--- config.mk ---
export PLATFORM = sky130hd
export DESIGN_NAME = id_hazard_scoreboard
export DESIGN_NICKNAME = d
export VERILOG_FILES = /design/src/rtl/id_hazard_scoreboard.sv
export SDC_FILE = /design/constraint.sdc
export NUM_CORES = 1
export LEC_CHECK = 0
export BUFFER_PORTS_ARGS = -buffer_cell sky130_fd_sc_hd__buf_2
export CORE_MARGIN = 4
export CORE_UTILIZATION = 40
export DETAILED_ROUTE_END_ITERATION = 10
export PLACE_DENSITY_LB_ADDON = 0.05
export SLEW_MARGIN = 20
export SYNTH_ARGS = -nofsm -noshare
export SYNTH_HDL_FRONTEND = slang
export SYNTH_SLANG_ARGS = --single-unit
--- constraint.sdc ---
create_clock -name clk -period 8 [get_ports clk]
set_clock_uncertainty 0.2 [all_clocks]
set_input_delay 0.8 -clock clk [delete_from_list [all_inputs] [get_ports clk]]
set_output_delay 0.8 -clock clk [all_outputs]
set_load 0.05 [all_outputs]
--- src/rtl/id_hazard_scoreboard.sv ---
// Decode-stage issue controller: per-register pending-write counters drive RAW/full stalls,
// plus branch flush sequencing and a saturating stall-cycle counter.
module id_hazard_scoreboard #(
    parameter int unsigned MAX_INFLIGHT = 3,
    parameter int unsigned CNT_W        = 2,
    parameter int unsigned FLUSH_CYCLES = 1
) (
    input  logic        clk,
    input  logic        reset,
    input  logic        id_valid,
    input  logic [4:0]  id_rs_addr,
    input  logic [4:0]  id_rt_addr,
    input  logic        id_uses_rs,
    input  logic        id_uses_rt,
    input  logic [4:0]  id_dest_addr,
    input  logic        id_writes_reg,
    input  logic        wb_register_write,
    input  logic [4:0]  wb_write_addr,
    input  logic        ex_branch_taken,
    output logic        stall,
    output logic        flush,
    output logic        issue,
    output logic [31:0] pending_mask,
    output logic [31:0] stall_count
);

    typedef enum logic [0:0] {StIdle, StFlush} state_e;

    localparam logic [CNT_W-1:0] CntMax      = CNT_W'(MAX_INFLIGHT);
    localparam logic [3:0]       FlushReload = 4'(FLUSH_CYCLES - 1);
    localparam bit               MultiFlush  = (FLUSH_CYCLES > 1);

    logic [31:0][CNT_W-1:0] cnt_q, cnt_d;
    logic [31:0]            cnt_inc, cnt_dec;
    state_e                 state_q, state_d;
    logic [3:0]             flush_left_q, flush_left_d;
    logic [31:0]            stall_count_q, stall_count_d;

    logic rs_busy, rt_busy, raw, full;

    // Hazard detection reads only registered counter state.
    always_comb begin
        rs_busy = id_uses_rs && (id_rs_addr != 5'd0) && (cnt_q[id_rs_addr] != '0);
        rt_busy = id_uses_rt && (id_rt_addr != 5'd0) && (cnt_q[id_rt_addr] != '0);
        raw     = id_valid && (rs_busy || rt_busy);
        full    = id_valid && id_writes_reg && (id_dest_addr != 5'd0) &&
                  (cnt_q[id_dest_addr] == CntMax);
        stall   = (raw || full) && (state_q == StIdle) && !ex_branch_taken;
        flush   = ex_branch_taken || (state_q == StFlush);
        issue   = id_valid && !stall && !flush;
    end

    // $0 is excluded from both inc and dec, so its counter never moves.
    always_comb begin
        cnt_d   = cnt_q;
        cnt_inc = '0;
        cnt_dec = '0;
        for (int unsigned r = 1; r < 32; r++) begin
            cnt_inc[r] = issue && id_writes_reg && (id_dest_addr == 5'(r));
            cnt_dec[r] = wb_register_write && (wb_write_addr == 5'(r)) && (cnt_q[r] != '0);
            if (cnt_inc[r] && !cnt_dec[r]) begin
                cnt_d[r] = cnt_q[r] + CNT_W'(1);
            end else if (cnt_dec[r] && !cnt_inc[r]) begin
                cnt_d[r] = cnt_q[r] - CNT_W'(1);
            end
        end
    end

    always_comb begin
        pending_mask = '0;
        for (int unsigned r = 0; r < 32; r++) begin
            pending_mask[r] = (cnt_q[r] != '0);
        end
    end

    // A taken branch while already flushing restarts the flush window.
    always_comb begin
        state_d      = state_q;
        flush_left_d = flush_left_q;
        unique case (state_q)
            StIdle: begin
                if (ex_branch_taken && MultiFlush) begin
                    state_d      = StFlush;
                    flush_left_d = FlushReload;
                end
            end
            StFlush: begin
                if (ex_branch_taken) begin
                    flush_left_d = FlushReload;
                end else if (flush_left_q <= 4'd1) begin
                    state_d      = StIdle;
                    flush_left_d = 4'd0;
                end else begin
                    flush_left_d = flush_left_q - 4'd1;
                end
            end
            default: begin
                state_d      = StIdle;
                flush_left_d = 4'd0;
            end
        endcase
    end

    always_comb begin
        stall_count_d = stall_count_q;
        if (stall && (stall_count_q != 32'hFFFF_FFFF)) begin
            stall_count_d = stall_count_q + 32'd1;
        end
    end

    assign stall_count = stall_count_q;

    always_ff @(posedge clk) begin
        if (reset) begin
            cnt_q         <= '0;
            state_q       <= StIdle;
            flush_left_q  <= 4'd0;
            stall_count_q <= 32'd0;
        end else begin
            cnt_q         <= cnt_d;
            state_q       <= state_d;
            flush_left_q  <= flush_left_d;
            stall_count_q <= stall_count_d;
        end
    end

endmodule

* Word level (Yosys, flattened, before mapping)
Index checks and enable logic that the tools add are counted.
Operators by class: add/subtract/negate cells 64, $lt $le $gt $ge 4, eq/ne operators 64, multiplexer cells 72, bitwise operators 1, reduce and logical (&&, ||, !) cells 305
Operators by type and width (number):
- $logic_and 1x1->1 | 169
- $eq 5x5->1 const B | 32
- $mux 2 | 65
- $reduce_bool 2->1 | 64
- $eq 5x4->1 const B | 16
- $logic_not 1->1 | 65
- $add 2x1->2 const B | 31
- $sub 2x1->2 const B | 31
- $eq 5x3->1 const B | 8
- $add 32x1->32 const B | 1
- $ne 32x32->1 const B | 1
- $bmux 2 s5 | 3
- $eq 5x2->1 const B | 4
- $lt 5x6->1 const B | 3
- $reduce_bool 5->1 | 3
- $eq 5x1->1 const B | 2
- $mux 4 | 2
- $le 4x1->1 const B | 1
- $sub 4x1->4 const B | 1
- $logic_or 1x1->1 | 3
- $eq 2x2->1 const B | 1
- $mux 1 | 2
- $reduce_or 2->1 | 1
- $not 1->1 | 1
Storage, ports and cells: register bits 99, input port bits 28, output and inout bits 67, logic and storage cells 544

* Logic depth before layout (Yosys ltp)
word-level depth 18, mapped depth 14, depth with buffers taken out 12

* Worst setup path after synthesis
No wires, ideal clock.
path kind input to register, start input id_dest_addr[3], end register cnt_q[13] (netlist name), library setup time 0.070 ns, data arrival time 4.023 ns, slack 3.707 ns, cell stages on the path 12, buffers on the path 1, cell sequence clkbuf_1 -> mux4_2 -> mux2i_1 -> nor3_1 -> a41oi_1 -> o2111ai_2 -> nor3_4 -> nand3b_1 -> nor2_1 -> ha_1 -> or3_1 -> a21oi_1
Between the ends: cells in the longest elaborated chain, start to end 15, elaborated cells on any way between the ends 20, classes of those cells eq/ne (2); mux (3); reduce/logical (15)
RTL lines:
- start, declared | line 15 | input logic [4:0] id_dest_addr,
- $bmux 2 s5 | line 47 | (cnt_q[id_dest_addr] == CntMax);
- $mux 2 (implied by the code) | line 47
- $eq 2x2->1 | line 47
- $logic_and 1x1->1 (*) | line 46 | full = id_valid && id_writes_reg && (id_dest_addr != 5'd0) &&
- $logic_or 1x1->1 (*) | line 48 | stall = (raw || full) && (state_q == StIdle) && !ex_branch_taken;
- $logic_and 1x1->1 (*) (2 in a row) | line 48
- $logic_not 1->1 (*) | line 50 | issue = id_valid && !stall && !flush;
- $logic_and 1x1->1 (*) (2 in a row) | line 50
- named net issue | line 22 | output logic issue,
- $logic_and 1x1->1 (*) (2 in a row) | line 59 | cnt_inc[r] = issue && id_writes_reg && (id_dest_addr == 5'(r));
- $logic_not 1->1 | line 63 | end else if (cnt_dec[r] && !cnt_inc[r]) begin
- $logic_and 1x1->1 | line 63
- $reduce_bool 2->1 (no line)
- end signal, assigned | line 120 | cnt_q <= cnt_d;
- end, declared | line 33 | logic [31:0][CNT_W-1:0] cnt_q, cnt_d;
The timed path passes the listed nets; every way through them passes the cells marked *. The select of a mux whose other input is x is not followed. A chain may end at the register's enable or synchronous reset.

* Worst setup path after layout
start input id_rt_addr[2], end output stall
Between the ends: cells in the longest elaborated chain, start to end 9, elaborated cells on any way between the ends 11, classes of those cells mux (2); reduce/logical (9)
RTL lines:
- start, declared | line 12 | input logic [4:0] id_rt_addr,
- $bmux 2 s5 | line 44 | rt_busy = id_uses_rt && (id_rt_addr != 5'd0) && (cnt_q[id_rt_addr] != '0);
- $mux 2 (implied by the code) | line 44
- $reduce_bool 2->1 | line 44
- $logic_and 1x1->1 (*) | line 44
- $logic_or 1x1->1 (*) | line 45 | raw = id_valid && (rs_busy || rt_busy);
- $logic_and 1x1->1 (*) | line 45
- $logic_or 1x1->1 (*) | line 48
- $logic_and 1x1->1 (*) (2 in a row) | line 48
- end, declared | line 20 | output logic stall,
Every way passes the cells marked *; elsewhere a longest branch is shown, timed or not. The select of a mux whose other input is x is not followed.

==> flow_summary.ini <==
[routing]
wirelength_um = 20100
wl_per_cell_um = 18.4
routed_via_density = 5.76
routed-via-count = 6298
dr.first_iter.drc_count = 526
drtPass1Iterations = 5
drc_errors = 0
final_antenna_net_count = 0

[final_layout]
syn_to_final_growth_pct = 13.8
fin_area_sq_um = 7560
antennaDiodeCount = 0
fin_util_pct = 47.1
nets = 936
layout-drive-gt1-share_pct = 17.8

[global_route]
antenna_found_initial = 0
grt_overflow = 0
grt_pass1_vias = 5925
grt_pass1_wl_um = 31800
track_usage_pct = 21.7
grt_max_degree = 74

[clock_network]
numCtsBuffers = 9
clk_pin_slew_ns = 0.07
cts_hold_buf = 0
cts.sinks = 99
clk_path_buf_depth = 2
post_cts_resized = 0
cts_setup_buffers = 0
clk_latency_ns = 0.35
h-tree-depth = 3
cts_tree = built
clockRootBuffer = clkbuf_16

[pwr]
peakVddDrop_mv = 0.101
p_per_area_nw_per_um2 = 145
cellLeakagePower_nw = 3.16

[logic_synthesis]
syn_nets = 867
synth_edf_count = 0
ys_ff_latch = 99
synth.avg_cell_area_sq_um = 8.25
synthSimpleGateAreaFrac_pct = 26.5
synth_top_area_share_pct = 29.9
synthArstFlopShare_pct = 0
synth_compound_area_share_pct = 12.7
synth_ff_type = dfxtp_1
netlist_instances = 805
yosys.area.top_type = dfxtp_1
synthMuxAreaShare_pct = 11.6
synthAdderAreaFrac_pct = 6.41
synth_top_family_by_area = simple AND/OR/NAND/NOR gates
synthXorXnorAreaFrac_pct = 8.18
syn_area_sq_um = 6640
synthDistinctLibCells = 50
yosysSeqAreaShare_pct = 29.9
synthTopCellsByArea = dfxtp_1 (30%), xor2_1 (8.2%), mux4_2 (7.8%), nor2_1 (6.7%), ha_1 (6.4%)
synth.yosys.warnings = 0

[run_status]
outcome = finished, final reports clean

[sta]
max_freq_mhz = 224
rsz0062_at_grt = false
maxSlewHeadroom_pct = 36.3
setup_ws_ns = 3.55
min_period_over_period_pct = 55.7
slew_violations = 0
worst_hold_slack_ns = 0.294
worstMarginPinSlew_ns = 0.954
post-route-min-period_ns = 4.45
tns_ns = 0
setup_viol = 0
finalHoldViolations = 0

[placed_design]
io_buffers = 93
dp_hpwl_um = 14900
gp_congestion = 0.880
dpl_worst_slack_ns = 3.33
dpl-instance-area_sq_um = 7220

[floorplan]
pin_count = 95
coreArea_sq_um = 16100
fp.dieW_um = 137
initial_core_util_pct = 41.3
dieArea_sq_um = 18700
row_count = 46
die_h_um = 137

[worst_setup_path]
required_ns = 7.00
setup.worst_path.start_class = input port
arrival_ns = 3.45
endpoint_kind = output port
critPathKind = input port to output port
crit_fanout = 55

[run]
drv_cap = 0

[worst_hold_path]
hp-class = flop to flop
==> kinds of logic (layout without fill, tap and decap cells) <==
logic type | count (synthesis) | count (layout)
adders and majority gates | 34 | 34
DFF | 99 | 99
AOI/OAI and AO/OA | 145 | 145
muxes | 44 | 44
other | 1 | 1
buffers and inverters | 72 | 145
and+or+nand+nor | 348 | 348
xor gates and xnor gates | 62 | 62
==> synthesized netlist by cell type, drive strengths merged, types with 21 or more instances <==
library cell  count
o21ai            48
ha               34
nand2            32
dfxtp            99
a21oi            65
mux4             23
nor2            119
or3              38
inv              34
nand3            52
nor3             21
clkbuf           27
xor2             62
==> worst max-delay path, cell delays in order <==
cell       delay (ns)
buf_2            0.30
mux2_2           0.37
mux4_2           0.48
a221oi_2         0.34
o2111ai_2        0.24
o21bai_4         0.17
buf_4            0.45
inv_1            0.07
buf_2            0.22
==> sequential cells by signal, summed over array words and instances (netlist names) <==
signal        cells
cnt_q            62
stall_count      32
flush_left_q      4
state_q           1
==> stage by stage <==
| step | total power, mW | cells |
|---|---|---|
| after floorplan | 0.569 | 805 |
| after global placement | 0.597 | 1079 |
| after global routing | 1.14 | 1094 |
| after CTS | 1.11 | 1094 |
| after detailed placement | 0.597 | 1079 |
| final | 1.10 | 1094 |
==> power breakdown <==
part / total [mW] / internal (mW) / switching (mW)
clock network: 0.510 / 0.307 / 0.203
logic: 0.0910 / 0.0261 / 0.0649
registers: 0.496 / 0.494 / 0.00180
total: 1.10 / 0.827 / 0.270
==> layout make-up <==
type | count | area, sq um
Fill cell | 1578 | 8500
Clock buffer | 10 | 229
Tap cell | 216 | 270
Inverter | 34 | 128
Timing Repair Buffer | 96 | 490
Sequential cell | 99 | 1980
Clock inverter | 5 | 108
Multi-Input combinational cell | 634 | 4350
==> metal layers <==
layer | wire, um | up-vias | GRT usage [%]
li1 | - | 3030 | -
met1 | 9080 | 3057 | 30.6
met2 | 9490 | 193 | 34.7
met3 | 1290 | 18 | 4.38
met4 | 232 | 0 | 4.49
met5 | 0 | - | 0
==> final timing paths <==
check,from,end,slack [ns],cells after the start
max,id_rt_addr[2],stall,3.55,9
min,stall_count[28],stall_count[28],0.29,2
max reg2reg,cnt_q[2],cnt_q[7],3.85,11
min reg2reg,stall_count[28],stall_count[28],0.29,2
==> cells in the final DEF (no fill, tap or decap), types with 3 or more instances in the layout <==
| cell type | instances |
|---|---|
| mux2_2 | 3 |
| or2_2 | 4 |
| and2_1 | 3 |
| nor4_1 | 5 |
| or2_1 | 5 |
| clkbuf_16 | 9 |
| o21ai_0 | 43 |
| mux4_2 | 23 |
| nor2_1 | 118 |
| nor2b_1 | 18 |
| o21ai_1 | 5 |
| buf_2 | 92 |
| inv_1 | 34 |
| nor3_1 | 20 |
| a21oi_1 | 65 |
| or3_1 | 38 |
| and3_1 | 8 |
| ha_1 | 34 |
| o31ai_1 | 14 |
| mux2_4 | 7 |
| dfxtp_1 | 99 |
| nor3b_1 | 5 |
| or4_1 | 15 |
| nand3_1 | 52 |
| bufinv_16 | 3 |
| buf_4 | 4 |
| and4_1 | 3 |
| nand3b_1 | 3 |
| o211ai_1 | 3 |
| mux2i_1 | 8 |
| xor2_1 | 62 |
| mux2_1 | 3 |
| nand4_1 | 10 |
| nand2_1 | 32 |
| nand2b_1 | 5 |
Note: power is estimated with default switching activity, not from simulation.
